**src/rtl/seq_divider.sv**
```systemverilog
// Iterative radix-2 restoring divider (DIV/DIVU), one quotient bit per clock.
// Holds its result in DONE until the requester drops start_i.
module seq_divider #(
  parameter int unsigned DATA_W = 32
) (
  input  logic                  clk,
  input  logic                  resetn,
  input  logic                  signed_div_i,
  input  logic [DATA_W-1:0]     opdata1_i,
  input  logic [DATA_W-1:0]     opdata2_i,
  input  logic                  start_i,
  input  logic                  annul_i,
  output logic [2*DATA_W-1:0]   result_o,
  output logic                  ready_o
);

  localparam int unsigned CNT_W = $clog2(DATA_W);
  localparam int unsigned RES_W = 2 * DATA_W;
  localparam logic [CNT_W-1:0] LAST_STEP = CNT_W'(DATA_W - 1);

  typedef enum logic [1:0] {S_IDLE, S_BUSY, S_DONE} state_e;

  state_e              state_q, state_d;
  logic [CNT_W-1:0]    cnt_q, cnt_d;
  logic [DATA_W:0]     rem_q, rem_d;
  logic [DATA_W-1:0]   dvd_q, dvd_d;
  logic [DATA_W-1:0]   dvs_q, dvs_d;
  logic                sgn_q, sgn_d;
  logic                neg1_q, neg1_d;
  logic                neg2_q, neg2_d;
  logic [RES_W-1:0]    result_q, result_d;
  logic                ready_q, ready_d;

  logic [DATA_W:0]     rem_shift;
  logic [DATA_W:0]     rem_sub;
  logic                q_bit;
  logic [DATA_W:0]     rem_next;
  logic [DATA_W-1:0]   quo_next;
  logic [DATA_W-1:0]   quo_fix;
  logic [DATA_W-1:0]   rem_fix;

  // One restoring step plus the sign fix-up applied on the final step
  always_comb begin
    rem_shift = {rem_q[DATA_W-1:0], dvd_q[DATA_W-1]};
    rem_sub   = rem_shift - {1'b0, dvs_q};
    q_bit     = (rem_shift >= {1'b0, dvs_q});
    rem_next  = q_bit ? rem_sub : rem_shift;
    quo_next  = {dvd_q[DATA_W-2:0], q_bit};
    quo_fix   = (sgn_q && (neg1_q ^ neg2_q)) ? (~quo_next + DATA_W'(1)) : quo_next;
    rem_fix   = (sgn_q && neg1_q) ? (~rem_next[DATA_W-1:0] + DATA_W'(1))
                                  : rem_next[DATA_W-1:0];
  end

  // Next-state and datapath control
  always_comb begin
    state_d  = state_q;
    cnt_d    = cnt_q;
    rem_d    = rem_q;
    dvd_d    = dvd_q;
    dvs_d    = dvs_q;
    sgn_d    = sgn_q;
    neg1_d   = neg1_q;
    neg2_d   = neg2_q;
    result_d = result_q;
    ready_d  = ready_q;

    unique case (state_q)
      S_IDLE: begin
        ready_d = 1'b0;
        if (start_i) begin
          sgn_d  = signed_div_i;
          neg1_d = opdata1_i[DATA_W-1];
          neg2_d = opdata2_i[DATA_W-1];
          if (opdata2_i == '0) begin
            result_d = {opdata1_i, {DATA_W{1'b1}}};
            ready_d  = 1'b1;
            state_d  = S_DONE;
          end else begin
            // Negating 0x8000_0000 yields itself, i.e. magnitude 2^31 unsigned
            dvd_d   = (signed_div_i && opdata1_i[DATA_W-1]) ? (~opdata1_i + DATA_W'(1))
                                                            : opdata1_i;
            dvs_d   = (signed_div_i && opdata2_i[DATA_W-1]) ? (~opdata2_i + DATA_W'(1))
                                                            : opdata2_i;
            rem_d   = '0;
            cnt_d   = '0;
            state_d = S_BUSY;
          end
        end
      end
      S_BUSY: begin
        rem_d = rem_next;
        dvd_d = quo_next;
        cnt_d = cnt_q + CNT_W'(1);
        if (cnt_q == LAST_STEP) begin
          result_d = {rem_fix, quo_fix};
          ready_d  = 1'b1;
          state_d  = S_DONE;
        end
      end
      S_DONE: begin
        if (!start_i) begin
          ready_d = 1'b0;
          state_d = S_IDLE;
        end
      end
      default: begin
        ready_d = 1'b0;
        state_d = S_IDLE;
      end
    endcase

    // Flush wins over everything, including a completing step
    if (annul_i) begin
      state_d  = S_IDLE;
      ready_d  = 1'b0;
      result_d = result_q;
    end
  end

  always_ff @(posedge clk or negedge resetn) begin
    if (!resetn) begin
      state_q  <= S_IDLE;
      cnt_q    <= '0;
      rem_q    <= '0;
      dvd_q    <= '0;
      dvs_q    <= '0;
      sgn_q    <= 1'b0;
      neg1_q   <= 1'b0;
      neg2_q   <= 1'b0;
      result_q <= '0;
      ready_q  <= 1'b0;
    end else begin
      state_q  <= state_d;
      cnt_q    <= cnt_d;
      rem_q    <= rem_d;
      dvd_q    <= dvd_d;
      dvs_q    <= dvs_d;
      sgn_q    <= sgn_d;
      neg1_q   <= neg1_d;
      neg2_q   <= neg2_d;
      result_q <= result_d;
      ready_q  <= ready_d;
    end
  end

  assign result_o = result_q;
  assign ready_o  = ready_q;

endmodule

```
**config.mk**
```make
export PLATFORM = sky130hd
export DESIGN_NAME = seq_divider
export DESIGN_NICKNAME = d
export VERILOG_FILES = /design/src/rtl/seq_divider.sv
export SDC_FILE = /design/constraint.sdc
export NUM_CORES = 1
export LEC_CHECK = 0
export CAP_MARGIN = 10
export CORE_MARGIN = 5
export CORE_UTILIZATION = 35
export DETAILED_ROUTE_END_ITERATION = 8
export GPL_TIMING_DRIVEN = 0
export RECOVER_POWER = 100
export SYNTH_ARGS = -nofsm -noshare
export SYNTH_HDL_FRONTEND = slang
export SYNTH_SLANG_ARGS = --single-unit
```
**constraint.sdc**
```tcl
create_clock -name clk -period 8.11 [get_ports clk]
set_input_delay 1.2165 -clock clk [delete_from_list [all_inputs] [get_ports clk]]
set_output_delay 1.2165 -clock clk [all_outputs]
set_load 0.02 [all_outputs]
```
## Word-level counts from Yosys, hierarchy flattened

Cells that the tools add are included.

- Add/subtract/negate cells: 6
- Order comparisons: 1
- Equality and inequality tests: 10
- Muxes and demuxes: 30
- Bitwise operators: 7
- Reduce and logical (&&, ||, !) cells: 13

Operators by type and width:

| kind | count |
|---|---|
| $mux 32 | 9 |
| $mux 64 | 3 |
| $add 32x1->32 const B | 4 |
| $not 32->32 | 4 |
| $pmux 32 s2 | 2 |
| $pmux 64 s2 | 1 |
| $ge 33x32->1 | 1 |
| $logic_not 32->1 | 1 |
| $sub 32x32->32 | 1 |
| $mux 2 | 5 |
| $mux 5 | 2 |
| $pmux 5 s2 | 1 |
| $ne 3x3->1 const B | 3 |
| $reduce_and 3->1 | 3 |
| $ne 2x2->1 const B | 4 |
| $pmux 2 s3 | 1 |
| $add 5x1->5 const B | 1 |
| $eq 5x5->1 const B | 1 |
| $mux 1 | 5 |
| $reduce_and 5->1 | 1 |
| $logic_and 1x1->1 | 4 |
| $reduce_and 2->1 | 2 |
| $pmux 1 s3 | 1 |
| $eq 2x1->1 const B | 1 |
| other kinds (5) | 6 |

- Bits in registers: 171
- Input bits: 69
- Output and inout port bits: 65
- Logic and storage cells: 77

## Depth between registers and ports, before layout

- Word-level depth: 7
- Depth in mapped cells: 24

## Least setup slack after synthesis

OpenSTA, ideal clock, no wires.

- Path kind: register to register
- Start point: register rem_q[6]
- End point: register result_q[62], in the netlist result_o[62]
- Arrival: 5.391 ns
- Slack: 2.632 ns
- Stages on the path, launching flop included: 24
- Path buffers: 4
- Cell sequence: dfrtp_1 > ha_1 > buf_2 > nand3_1 > or2_1 > a211oi_4 > o311ai_4 > nand2_4 > buf_2 > buf_2 > buf_2 > nand2_1 > o21ai_0 > ha_1 > inv_1 > or4_1 > or3_1 > or4b_1 > o41ai_2 > and3_4 > nand3b_4 > nor3b_2 > mux2_1 > a22oi_1

- Word-level cells in the longest chain between the ends: 7
- Elaborated cells between the ends (all ways): 8
- Those cells by class: add/sub (2); order compare (1); mux (4); bitwise (1)

RTL lines:

| item | line | text |
|---|---|---|
| start, declared | 25 | `logic [DATA_W:0] rem_q, rem_d;` |
| start signal, assigned | 135 | `rem_q <= rem_d;` |
| $sub 32x32->32 or $ge 33x32->1 (tied branches) | 45, 46 |  |
| $mux 32 * | 47 | `rem_next = q_bit ? rem_sub : rem_shift;` |
| $not 32->32 | 50 | `rem_fix = (sgn_q && neg1_q) ? (~rem_next[DATA_W-1:0] + DATA_W'(1))` |
| $add 32x1->32 | 50 |  |
| $mux 32 * | 50 |  |
| $mux 64 * | 94 | `if (cnt_q == LAST_STEP) begin` |
| $pmux 64 s2 * | 67 | `unique case (state_q)` |
| end signal, assigned | 141 | `result_q <= result_d;` |
| end, declared | 31 | `logic [RES_W-1:0] result_q, result_d;` |

Every way passes the cells marked *; elsewhere a longest branch is shown, timed or not. The select of a mux whose other input is x is not followed.
A chain may end at the register's enable or synchronous reset.

## Final worst setup path

- Start point: register rem_q[9]
- End point: register result_q[62], in the netlist result_o[62]

Same word-level chain as after synthesis.

==> results.sh <==
export IMPL_outcome="finished, violations left"
export IMPL_violations="capacitance limit, slew limit"
export IMPL_cts_clk_slew_worst_paths_ps=80
export IMPL_drt_wl_total_um=43040
export IMPL_yosysSeqAreaShare_pct=34.26
export IMPL_place_congestion=0.9587
export IMPL_dieArea_mm2=0.03956
export IMPL_r2r_start="rem_q[9]"
export IMPL_dp_cells=2144
export IMPL_slew_viol_final=90
export IMPL_hold_ws_ps=487.5
export IMPL_worstMarginPinSlew_ps=4979
export IMPL_cp_num_cells=21
export IMPL_path_max_fanout=10
export IMPL_crit_required_ps=8470
export IMPL_n_antenna_cell=0
export IMPL_postCtsHoldBufs=0
export IMPL_powerDensity_mw_per_mm2=180.1
export IMPL_ys_warn_count=0
export IMPL_grt_pass1_vias=11780
export IMPL_overflow=0
export IMPL_p_leak_nw=6.440
export IMPL_r2r_end="result_o[62]"
export IMPL_syn2layout_area_growth_pct=19.65
export IMPL_path_cells="ha_1 -> clkbuf_1 -> a21oi_1 -> o211a_1 -> o21ai_0 -> o311ai_4 -> nand2_4 -> inv_1 -> clkbuf_1 -> mux2i_1 -> ha_1 -> inv_1 -> or2_2 -> a2111oi_0 -> o2111ai_1 -> o41ai_2 -> and3_4 -> nand3b_4 -> nor3b_2 -> mux2_1 -> a22oi_1"
export IMPL_synth_cell_types=88
export IMPL_syn_avg_cell_area_um2=8.063
export IMPL_clock_tree_root_cell="clkbuf_16"
export IMPL_synth_enable_flop_cells=0
export IMPL_worstSetupEndpointType="flip-flop"
export IMPL_core_mm2=0.03540
export IMPL_fmax_mhz=136.8
export IMPL_skew_ps=13.34
export IMPL_relSlewSlack_pct=-231.9
export IMPL_cts_setup_buffers=0
export IMPL_port_buffers=133
export IMPL_fillCellCount=3659
export IMPL_drt_iter0_drc=773
export IMPL_cts_tree="built"
export IMPL_cp_data_arrival_time_ps=7670
export IMPL_grt_max_degree=91
export IMPL_rsz0062_at_grt="false"
export IMPL_antenna_found_initial=0
export IMPL_worstSetupPathType="reg2reg"
export IMPL_synthArstFlopShare_pct=100.0
export IMPL_multiInputGateArea_mm2=0.007610
export IMPL_period_minus_slack_ps=7311
export IMPL_drtAntennaViolNets=0
export IMPL_hold_viol_final=0
export IMPL_syn_nets=1657
export IMPL_cp_top_family="compound AO/OA/AOI/OAI gates"
export IMPL_start_kind="flip-flop"
export IMPL_slowest_stage="clkbuf_1"
export IMPL_drc=0
export IMPL_seqCellArea_mm2=0.004279
export IMPL_synth_seq_cells=171
export IMPL_grt_pass1_wl_um=66450
export IMPL_firstDrtPassIters=7
export IMPL_htreeDepth=4
export IMPL_syn_area_mm2=0.01249
export IMPL_max_stage_delay_ps=810
export IMPL_layout_cells_non_filler=2176
export IMPL_maxCapViolations=1
export IMPL_critPathCapture="result_o[62]"
export IMPL_hp_class="reg2reg"
export IMPL_final_cell_mix="nor2_1 (173), a21oi_1 (173), dfrtp_1 (171), nand2_1 (161), o21ai_0 (140)"
export IMPL_io_pins=134
export IMPL_synth_top_flop_cell="dfrtp_1"
export IMPL_finalCritPeriodShare_pct=90.15
export IMPL_nets=1810
export IMPL_ir_worst_vdd_v=0.0001461
export IMPL_dpl_hpwl_um=34250
export IMPL_cts_max_path_buffers=2
export IMPL_cts_buffers=17
export IMPL_clk_latency_ps=450
export IMPL_r2r_cells=21
export IMPL_initial_utilization_pct=35.28
export IMPL_crit_start="rem_q[9]"
export IMPL_die_x_um=198.9
export IMPL_drive_gt1_share_pct=5.364
export IMPL_die_y_um=198.9
export IMPL_syn_instance_count=1549
export IMPL_clock_sinks=171
export IMPL_std_cell_rows=69
export IMPL_wl_per_cell_um=19.78
export IMPL_grt_use_total_pct=21.48
export IMPL_worst_path_buf_inv=4
export IMPL_postCtsResizedCells=0
export IMPL_vias=12140
export IMPL_via_per_inst=5.580
export IMPL_worst_r2r_setup_slack_ps=800
export IMPL_setup_viol=0
sequential cells by signal, indices dropped and copies added (netlist names):
name	count
result_o	64
dvd_q	32
dvs_q	32
rem_q	32
cnt_q	5
state_q	2
neg1_q	1
neg2_q	1
ready_o	1
sgn_q	1
per-layer routing:
metal  track usage (%)  up-vias  share of wire (%)  routed length (um)
li1                  -     5909                  -                   -
met1             28.21     5772                 43               18690
met2             36.61      392                 48               20810
met3             2.964       69                5.4                2342
met4             7.067        0                2.8                1207
met5                 0        -                  0                   0
report_power, final:
group	total, mW	switching, mW	internal (mW)
logic	0.862	0.537	0.325
registers	0.997	0.0711	0.926
clock network	0.833	0.413	0.420
total	2.69	1.02	1.67
per-stage QoR:
| step | setup slack (ps) | TNS, ps | cell area [um^2] | util, % | power, mW |
|---|---|---|---|---|---|
| after CTS | 1271 | 0 | 15010 | 42.41 | 2.696 |
| after global routing | 461.0 | 0 | 14940 | 42.22 | 2.836 |
| after detailed placement | 1355 | 0 | 14430 | 40.77 | 1.870 |
| after floorplan | 2632 | 0 | 12490 | - | 1.592 |
| after global placement | -1384 | -232680 | 14400 | 40.68 | 1.855 |
| final | 798.7 | 0 | 14940 | 42.22 | 2.691 |
synth_stat cells, types with 14 or more instances:
cell type / count / share of area (%)
a21oi_1: 173 / 6.9
a31oi_1: 35 / 1.8
and3_1: 14 / 0.70
buf_2: 31 / 1.2
clkbuf_1: 44 / 1.3
dfrtp_1: 171 / 34
ha_1: 38 / 3.8
inv_1: 51 / 1.5
mux2i_1: 24 / 1.9
nand2_1: 161 / 4.8
nand3_1: 34 / 1.4
nor2_1: 173 / 5.2
nor3_1: 30 / 1.2
o211ai_1: 19 / 1.1
o21ai_0: 138 / 5.5
o31ai_1: 20 / 1.2
or3_1: 27 / 1.4
or4_1: 14 / 0.84
xnor2_1: 63 / 4.4
xor2_1: 55 / 3.9
worst min-delay path: cells and delay by family (launching register included):
| family | cells | cell delay (ps) |
|---|---|---|
| flip-flops | 1 | 340 |
| AO/OA/AOI/OAI | 1 | 70 |
| AND/OR/NAND/NOR | 1 | 40 |
final cells by class:
cell class / count / share of cell area [%]
multi-input combinational: 1240 / 50.93
sequential: 171 / 28.64
timing repair buffer: 134 / 9.051
tap: 461 / 3.860
clock buffer: 18 / 2.939
buffer: 86 / 2.319
inverter: 52 / 1.306
clock inverter: 14 / 0.9629
worst min path at each step:
| stage | start | to | depth (start not counted) |
|---|---|---|---|
| global placement | result_o[33] | result_o[33] | 2 |
| CTS | result_o[35] | result_o[35] | 2 |
| global route | result_o[34] | result_o[34] | 2 |
| detailed placement | result_o[35] | result_o[35] | 2 |
| floorplan | dvs_q[0] | dvs_q[0] | 2 |
| finish | result_o[33] | result_o[33] | 2 |
cell families after synthesis:
logic type / share of synthesized area (%)
buffers and inverters: 4.668
and+or+nand+nor: 21.16
muxes: 2.735
adders and majority gates: 3.967
AOI/OAI and AO/OA: 24.93
xor gates and xnor gates: 8.275
DFF: 34.26
No activity file was read; power rests on OpenSTA's default activity.
